$ cat config.mk
export PLATFORM = sky130hd
export DESIGN_NAME = snake_game_ctrl_flat
export DESIGN_NICKNAME = d
export VERILOG_FILES = /design/src/rtl/snake_pkg.sv /design/src/rtl/snake_game_ctrl_if.sv /design/src/rtl/snake_tick_gen.sv /design/src/rtl/snake_game_ctrl.sv /design/src/flat_wrapper.sv
export SDC_FILE = /design/constraint.sdc
export NUM_CORES = 1
export LEC_CHECK = 0
export ABC_CLOCK_PERIOD_IN_PS = 2300
export BUFFER_PORTS_ARGS = -buffer_cell sky130_fd_sc_hd__buf_2
export CORE_ASPECT_RATIO = 0.75
export CORE_UTILIZATION = 40
export DETAILED_ROUTE_END_ITERATION = 12
export RECOVER_POWER = 100
export SKIP_LAST_GASP = 1
export SLEW_MARGIN = 20
export SYNTH_ARGS = -nofsm -noshare
export SYNTH_HDL_FRONTEND = slang
export SYNTH_SLANG_ARGS = --single-unit
$ cat constraint.sdc
create_clock -name clk -period 2.3 [get_ports clk]
set_clock_uncertainty 0.1 [all_clocks]
set_input_delay 0.23 -clock clk [delete_from_list [all_inputs] [get_ports clk]]
set_output_delay 0.23 -clock clk [all_outputs]
set_load 0.02 [all_outputs]
$ cat src/rtl/snake_pkg.sv
// Shared encodings and helpers for the snake game controller.
package snake_pkg;

   typedef enum logic [1:0] {
      DIR_UP    = 2'd0,
      DIR_DOWN  = 2'd1,
      DIR_LEFT  = 2'd2,
      DIR_RIGHT = 2'd3
   } dir_e;

   typedef enum logic [1:0] {
      ST_IDLE = 2'd0,
      ST_RUN  = 2'd1,
      ST_OVER = 2'd2
   } state_e;

   // Tick counter width; holds any divisor up to 2^25.
   localparam int TICK_W = 25;

   // Direction that would make the snake turn back onto itself.
   function automatic dir_e dir_opposite(input dir_e d);
      dir_e r;
      case (d)
         DIR_UP:    r = DIR_DOWN;
         DIR_DOWN:  r = DIR_UP;
         DIR_LEFT:  r = DIR_RIGHT;
         default:   r = DIR_LEFT;
      endcase
      return r;
   endfunction

endpackage

$ cat src/rtl/snake_game_ctrl_if.sv
// Signal bundle between the game controller and its surroundings
// (direction inputs, snake model, score display).
interface snake_game_ctrl_if;
   logic        up;
   logic        down;
   logic        left;
   logic        right;
   logic        start;
   logic        enfast;
   logic        collide;
   logic        eat;
   logic        step;
   logic [1:0]  dir;
   logic        clear;
   logic        running;
   logic        game_over;
   logic [15:0] score;

   // Controller side.
   modport slave (
      input  up, down, left, right, start, enfast, collide, eat,
      output step, dir, clear, running, game_over, score
   );

   // Environment side (inputs, model, display).
   modport master (
      output up, down, left, right, start, enfast, collide, eat,
      input  step, dir, clear, running, game_over, score
   );
endinterface

$ cat src/rtl/snake_tick_gen.sv
// Movement tick generator: counts clk cycles while enabled and emits a
// one-cycle step pulse every SLOW_DIV or FAST_DIV cycles.
import snake_pkg::*;

module snake_tick_gen #(
   parameter int SLOW_DIV = 25_000_000,
   parameter int FAST_DIV = 8_000_000
) (
   input  logic clk,
   input  logic rst_n,
   input  logic enable,
   input  logic enfast,
   output logic step,
   output logic fire
);

   localparam logic [TICK_W-1:0] SLOW_LAST = TICK_W'(SLOW_DIV - 1);
   localparam logic [TICK_W-1:0] FAST_LAST = TICK_W'(FAST_DIV - 1);

   logic [TICK_W-1:0] cnt_q, cnt_d;
   logic              step_q, step_d;
   logic [TICK_W-1:0] div_last;

   // Next count; >= (not ==) so a switch to the fast divisor mid-count wraps at once.
   always_comb begin
      fire     = 1'b0;
      cnt_d    = cnt_q;
      div_last = enfast ? FAST_LAST : SLOW_LAST;
      if (!enable) begin
         cnt_d = '0;
      end else if (cnt_q >= div_last) begin
         cnt_d = '0;
         fire  = 1'b1;
      end else begin
         cnt_d = cnt_q + 1'b1;
      end
      step_d = fire;
   end

   // Counter and registered step pulse.
   always_ff @(posedge clk or negedge rst_n) begin
      if (!rst_n) begin
         cnt_q  <= '0;
         step_q <= 1'b0;
      end else begin
         cnt_q  <= cnt_d;
         step_q <= step_d;
      end
   end

   assign step = step_q;

endmodule

$ cat src/rtl/snake_game_ctrl.sv
// Game sequencer: idle/run/over state, direction arbitration with
// reversal rejection, movement tick and saturating score.
import snake_pkg::*;

module snake_game_ctrl #(
   parameter int SLOW_DIV  = 25_000_000,
   parameter int FAST_DIV  = 8_000_000,
   parameter int SCORE_MAX = 9999
) (
   input  logic             clk,
   input  logic             reset,
   snake_game_ctrl_if.slave bus
);

   localparam logic [15:0] SCORE_TOP = 16'(SCORE_MAX);

   // Bit order {start, right, left, down, up}; low four bits index by dir_e.
   logic [4:0]  btn_q, btn_d;
   logic [4:0]  btn_prev_q, btn_prev_d;
   logic [4:0]  edges;
   logic        has_dir;
   logic        start_edge;
   dir_e        win;

   state_e      state_q, state_d;
   dir_e        dir_q, dir_d;
   dir_e        pend_q, pend_d;
   logic [15:0] score_q, score_d;
   logic        clear_q, clear_d;

   logic        tick_step;
   logic        tick_fire;

   snake_tick_gen #(
      .SLOW_DIV (SLOW_DIV),
      .FAST_DIV (FAST_DIV)
   ) u_tick (
      .clk    (clk),
      .rst_n  (reset),
      .enable (state_q == ST_RUN),
      .enfast (bus.enfast),
      .step   (tick_step),
      .fire   (tick_fire)
   );

   // Rising-edge detection on the registered buttons and priority pick UP > DOWN > LEFT > RIGHT.
   always_comb begin
      btn_d      = {bus.start, bus.right, bus.left, bus.down, bus.up};
      btn_prev_d = btn_q;
      edges      = btn_q & ~btn_prev_q;
      has_dir    = |edges[3:0];
      start_edge = edges[4];
      if (edges[0])      win = DIR_UP;
      else if (edges[1]) win = DIR_DOWN;
      else if (edges[2]) win = DIR_LEFT;
      else               win = DIR_RIGHT;
   end

   // FSM next state and the clear pulse on entering RUN.
   always_comb begin
      state_d = state_q;
      clear_d = 1'b0;
      case (state_q)
         ST_IDLE: begin
            if (has_dir) begin
               state_d = ST_RUN;
               clear_d = 1'b1;
            end
         end
         ST_RUN: begin
            if (bus.collide) state_d = ST_OVER;
         end
         ST_OVER: begin
            if (start_edge) state_d = ST_IDLE;
         end
         default: state_d = ST_IDLE;
      endcase
   end

   // Pending/committed direction and score; reversal is judged against the committed direction.
   always_comb begin
      dir_d   = dir_q;
      pend_d  = pend_q;
      score_d = score_q;
      case (state_q)
         ST_IDLE: begin
            if (has_dir) begin
               score_d = '0;
               dir_d   = DIR_RIGHT;
               pend_d  = (win != dir_opposite(DIR_RIGHT)) ? win : DIR_RIGHT;
            end
         end
         ST_RUN: begin
            if (has_dir && (win != dir_opposite(dir_q))) pend_d = win;
            if (tick_fire) dir_d = pend_q;
            if (!bus.collide && bus.eat && (score_q < SCORE_TOP)) score_d = score_q + 16'd1;
         end
         ST_OVER: begin
            if (start_edge) begin
               dir_d  = DIR_RIGHT;
               pend_d = DIR_RIGHT;
            end
         end
         default: begin
            dir_d  = DIR_RIGHT;
            pend_d = DIR_RIGHT;
         end
      endcase
   end

   // State, direction, score and input history registers.
   always_ff @(posedge clk or negedge reset) begin
      if (!reset) begin
         btn_q      <= '0;
         btn_prev_q <= '0;
         state_q    <= ST_IDLE;
         dir_q      <= DIR_RIGHT;
         pend_q     <= DIR_RIGHT;
         score_q    <= '0;
         clear_q    <= 1'b0;
      end else begin
         btn_q      <= btn_d;
         btn_prev_q <= btn_prev_d;
         state_q    <= state_d;
         dir_q      <= dir_d;
         pend_q     <= pend_d;
         score_q    <= score_d;
         clear_q    <= clear_d;
      end
   end

   assign bus.step      = tick_step;
   assign bus.dir       = dir_q;
   assign bus.clear     = clear_q;
   assign bus.running   = (state_q == ST_RUN);
   assign bus.game_over = (state_q == ST_OVER);
   assign bus.score     = score_q;

endmodule
$ cat src/flat_wrapper.sv
// flat-port wrapper written by rule: the top's interface ports become plain ports
module snake_game_ctrl_flat 
#(
   parameter int SLOW_DIV  = 25_000_000,
   parameter int FAST_DIV  = 8_000_000,
   parameter int SCORE_MAX = 9999
)
  (clk, reset, bus_up, bus_down, bus_left, bus_right, bus_start, bus_enfast, bus_collide, bus_eat, bus_step, bus_dir, bus_clear, bus_running, bus_game_over, bus_score);
  snake_game_ctrl_if bus_i ();
  input  logic clk;
  input  logic reset;
  input wire logic [$bits(bus_i.up)-1:0] bus_up;
  input wire logic [$bits(bus_i.down)-1:0] bus_down;
  input wire logic [$bits(bus_i.left)-1:0] bus_left;
  input wire logic [$bits(bus_i.right)-1:0] bus_right;
  input wire logic [$bits(bus_i.start)-1:0] bus_start;
  input wire logic [$bits(bus_i.enfast)-1:0] bus_enfast;
  input wire logic [$bits(bus_i.collide)-1:0] bus_collide;
  input wire logic [$bits(bus_i.eat)-1:0] bus_eat;
  output wire logic [$bits(bus_i.step)-1:0] bus_step;
  output wire logic [$bits(bus_i.dir)-1:0] bus_dir;
  output wire logic [$bits(bus_i.clear)-1:0] bus_clear;
  output wire logic [$bits(bus_i.running)-1:0] bus_running;
  output wire logic [$bits(bus_i.game_over)-1:0] bus_game_over;
  output wire logic [$bits(bus_i.score)-1:0] bus_score;
  assign bus_i.up = bus_up;
  assign bus_i.down = bus_down;
  assign bus_i.left = bus_left;
  assign bus_i.right = bus_right;
  assign bus_i.start = bus_start;
  assign bus_i.enfast = bus_enfast;
  assign bus_i.collide = bus_collide;
  assign bus_i.eat = bus_eat;
  assign bus_step = bus_i.step;
  assign bus_dir = bus_i.dir;
  assign bus_clear = bus_i.clear;
  assign bus_running = bus_i.running;
  assign bus_game_over = bus_i.game_over;
  assign bus_score = bus_i.score;
  snake_game_ctrl #(.SLOW_DIV(SLOW_DIV), .FAST_DIV(FAST_DIV), .SCORE_MAX(SCORE_MAX)) u_core (.clk(clk), .reset(reset), .bus(bus_i));
endmodule
Word level (Yosys, flattened, before mapping)
Index checks and enable logic that the tools add are counted.

Register bits after elaboration: 59. Bits of input ports: 10. Logic and storage cells: 66.

Add/sub/neg operators: 2. $lt $le $gt $ge: 2. Equal/unequal tests: 12. Multiplexer cells: 27. Bitwise gates (word level): 2. Reductions and logical operators: 12.

Operator list (number): $mux 25 (3); $mux 16 (2); $pmux 16 s2 (1); $add 25x1->25 const B (1); $ge 25x25->1 (1); $mux 2 (12); $pmux 2 s3 (4); $add 16x1->16 const B (1); $lt 16x14->1 const B (1); $reduce_and 3->1 (4); $ne 2x1->1 const B (5); $and 5x5->5 (1); $mux 1 (5); $not 5->5 (1); $eq 2x1->1 const B (2); $eq 2x2->1 const B (2); $logic_not 2->1 (2); $ne 2x2->1 const B (2); $reduce_or 4->1 (1); $logic_and 1x1->1 (3); $ne 2x2->1 (1); $reduce_bool 2->1 (1); $logic_not 1->1 (1).

Logic depth before layout (Yosys ltp)
Word-level depth: 9. Depth in mapped cells: 9.

Modules after synthesis
A second synthesis with hierarchy kept.

Cell total of the unflattened synthesis: 298. Area, all modules: 3140.5 µm².

By module, submodules not included: snake_game_ctrl (instances 1, cells each 142, area an instance 1596.5 µm²); snake_tick_gen (instances 1, cells each 156, area an instance 1544.0 µm²).

Worst setup path after synthesis
OpenSTA, ideal clock, no wires.

Kind: register -> register. Start: register u_core.score_q[0], in the netlist u_core.bus.score[0]. End: register u_core.score_q[11], in the netlist u_core.bus.score[11]. Setup time: 77 ps. Data arrival time: 1962 ps. Required time: 2123 ps. Slack: 161 ps. Stages on the path, launching flop included: 8. Buffers on the path: 0. Clock period less this slack: 2139 ps. Path through: dfrtp_1 > ha_1 > nand3_2 > a21oi_2 > o31ai_4 > nand4_2 > or4_1 > a21oi_1.

Word-level cells in the longest chain between the ends: 4.

RTL lines: from (decl) (RTL line snake_game_ctrl.sv:28) `logic [15:0] score_q, score_d;`; from (signal assigned) (RTL line snake_game_ctrl.sv:127) `score_q <= score_d;`; $lt 16x14->1 (RTL line snake_game_ctrl.sv:96) `if (!bus.collide && bus.eat && (score_q < SCORE_TOP)) score_d = score_q + 16'd1;`; $logic_and 1x1->1 (RTL line snake_game_ctrl.sv:96); $ne 2x1->1 (no line); $reduce_and 3->1 (no line).

Parallel ways exist; a longest one is shown, timed or not. The select of a mux whose other input is x is not followed. A chain may end at the register's enable or synchronous reset.

Final worst setup path
Start: register u_core.score_q[6], in the netlist u_core.bus.score[6]. End: register u_core.score_q[12], in the netlist u_core.bus.score[12].

Same word-level chain as after synthesis.

==> impl_metrics.tcl <==
set metrics [dict create \
    crit_arrival_ps 2400 \
    slew_viol_final 0 \
    period_share_pct 96.99 \
    ios 32 \
    area_growth_pct 21.35 \
    routabilityCongestion 0.8020 \
    crit_family "simple AND/OR/NAND/NOR gates" \
    grt_pass1_wl_um 10910 \
    synth_top_area_share_pct 45.95 \
    synth_ff_type "dfrtp_1" \
    crit_top_cell "a21oi_2" \
    grt_max_degree 26 \
    cts_tree "done" \
    end_kind "flop" \
    power.sequential.fraction_pct 44.5 \
    hold_class "primary input to flop" \
    ys_types 45 \
    synth_seq_cells 59 \
    synth_nets 323 \
    worstHoldPathCells 2 \
    worstRegToRegCells 7 \
    crit_buf_inv 1 \
    vdd_drop_max_mv 0.3945 \
    die_y_um 76.94 \
    intPower_uw 1816 \
    synthTopCellsByArea "dfrtp_1 (46%), xor2_1 (5.8%), nor2_1 (5.6%), ha_1 (5.0%), nand3_1 (4.0%)" \
    cts_sinks 59 \
    dr.first_iter.drc_count 113 \
    worst_pin_slew_ps 1180 \
    leakagePower_uw 0.001636 \
    yosysWarnings 0 \
    crit_path_max_fanout 7 \
    yosysSeqAreaShare_pct 49.46 \
    swShare_pct 32.86 \
    cts_made_buffers 9 \
    synth_edf_count 0 \
    status "complete, no violations" \
    grt_usage_pct 17.92 \
    clk_pin_slew_ps 70 \
    power_density_nw_per_um2 744.2 \
    dr.pass1.iters 4 \
    slowest_stage "or4_4" \
    nNetsFinal 382 \
    path_cells "nor4_4 > a21oi_2 > o31ai_4 > buf_6 > nand2_4 > or4_4 > a21oi_2" \
    r2r_start "u_core.bus.score[6]" \
    route.vias.total 2330 \
    portBuffers 31 \
    core-area_um2 7027 \
    synthArstFlopShare_pct 100.0 \
    drcViolationCount 0 \
    place_area_um2 3354 \
    antenna_cells 0 \
    antenna_found_initial 0 \
    std_cell_rows 26 \
    slowest_delay_ps 540 \
    critical_path.startpoint_type "flop" \
    rsz0062_at_grt "yes" \
    syn_inst 301 \
    finalHoldViolCount 0 \
    routed_wl_um 6224 \
    setup-violations-final 0 \
    synth_area_um2 2995 \
    required_ps 2470 \
    combPwrFrac_pct 21.5 \
    slew_headroom_pct 21.34 \
    clkPwrFrac_pct 33.9 \
    drt-vias-per-instance 5.032 \
    grt_pass1_vias 2337 \
    yosys.area.top_type "dfrtp_1" \
    finalCriticalPeriod_ps 2231 \
    min_from "bus_collide" \
    r2r-end "u_core.bus.score[12]" \
    drive_gt1_share_pct 20.00 \
    maxCapViolations 0 \
    dpl.hpwl_um 4370 \
    path_class "flop to flop" \
    die_w_um 101.9 \
    start_util_pct 42.63 \
    avgSynthCellArea_um2 9.951 \
    ant_nets 0 \
    insertion_delay_ps 330 \
    clk_path_buf_depth 2 \
    design_area_um2 3635 \
    h-tree-depth 3 \
    globalRouteOverflowTotal 0 \
    final_util_pct 51.73 \
    die-area_um2 7842 \
    drt-wirelength-per-cell_um 13.44 \
    whs_endpoint "u_core.state_q[0]" \
    fmax_mhz 448.3 \
    clock-root-buffer "clkbuf_8" \
    power_switching_uw 888.7 \
    rrSetupSlack_ps 70 \
]
## worst max-delay path by stage
stage	startpoint	end	cells after the start
CTS	u_core.bus.score[7]	u_core.bus.score[11]	6
floorplan	u_core.bus.score[0]	u_core.bus.score[11]	7
finish	u_core.bus.score[6]	u_core.bus.score[12]	7
global route	u_core.bus.score[6]	u_core.bus.score[11]	6
detailed placement	u_core.bus.score[7]	u_core.bus.score[11]	6
global placement	u_core.bus.score[6]	u_core.bus.score[11]	6
## logic make-up after synthesis
family | count (synthesis) | synth area share (%)
AOI/OAI and AO/OA | 44 | 9.817
xor gates and xnor gates | 28 | 8.187
adders and majority gates | 12 | 5.012
buffers and inverters | 15 | 2.214
DFF | 59 | 49.46
muxes | 2 | 0.7101
and+or+nand+nor | 141 | 24.60
## cell usage in the layout (no fill, tap or decap), types with 5 or more instances in the layout
master         instances
and4_1                 5
xor2_1                20
xnor2_1                8
nand2b_1               5
clkbuf_8               9
dfrtp_1               53
o21ai_0                8
nand3_1               24
dlygate4sd3_1          6
inv_1                  9
and3_1                 9
buf_2                 22
nand2_1               21
nor2_1                45
ha_1                  12
nor3_1                 8
clkbuf_1               9
a21oi_1               15
buf_4                 13
## power by group through the flow
stage / Sequential, uW / Combinational [uW] / Clock, uW
after floorplan: 1230 / 346 / 0
after global placement: 1220 / 569 / 0
after detailed placement: 1220 / 580 / 0
after CTS: 1200 / 590 / 954
after global routing: 1220 / 660 / 997
final: 1200 / 582 / 918
## through the flow
step	instances	setup WS (ps)	TNS [ps]	total power (uW)	hold WS, ps
2_1_floorplan	301	160.8	0	1579	-165.6
3_3_place_gp	438	166.7	0	1785	120.1
3_5_place_dp	438	101.2	0	1800	124.0
4_1_cts	460	72.22	0	2746	43.24
5_1_grt	463	-46.94	-68.12	2873	80.56
6_report	463	69.19	0	2705	62.94
## state kept, by name (all words and copies together) (netlist names)
register	cells
u_core.bus.score	16
u_core.u_tick.step	1
u_core.state_q	2
u_core.bus.dir	2
u_core.btn_prev_q	5
u_core.u_tick.cnt_q	25
u_core.btn_prev_d	5
u_core.bus.clear	1
u_core.pend_q	2
## layer usage
| metal | wire length [um] | up-vias | track usage (%) |
|---|---|---|---|
| li1 | - | 1183 | - |
| met1 | 3236 | 1102 | 25.00 |
| met2 | 2720 | 39 | 26.76 |
| met3 | 210 | 6 | 5.196 |
| met4 | 57 | 0 | 5.571 |
| met5 | 0 | - | 0 |
## Yosys cell counts, types with 2 or more instances
master     count
ha_1          12
o32ai_1        3
nor2_1        45
inv_1          9
nand2b_1       5
and2_1         4
o31ai_1        4
and3_1         9
o21a_1         2
nand4_1        4
nor3_1         8
o2111ai_1      2
or4_1          2
a21oi_1       16
xor2_1        20
or3_1          3
xnor2_1        8
nand2_1       21
o21ai_0        8
nand3_1       24
nor2b_1        3
and4_1         5
clkbuf_1       2
buf_2          2
o211ai_1       2
dfstp_2        4
nor4_4         2
dfrtp_1       55
## what timing repair did
| item | 4_1_cts | 5_1_grt |
|---|---|---|
| setup buffers | 0 | 3 |
| resized for setup | 0 | 6 |
| hold buffers | 6 | 0 |
| setup endpoints to repair | 0 | 3 |
| endpoints found under the hold margin | 22 | 0 |
## area by class of cell
cell class,instances,area [um^2]
Fill cell,689,3392
Sequential cell,59,1484
Multi-Input combinational cell,227,1460
Timing Repair Buffer,53,337.8
Clock buffer,9,123.9
Tap cell,98,122.6
Clock inverter,7,68.82
Inverter,10,37.54
Power figures use the tool's default switching activity.
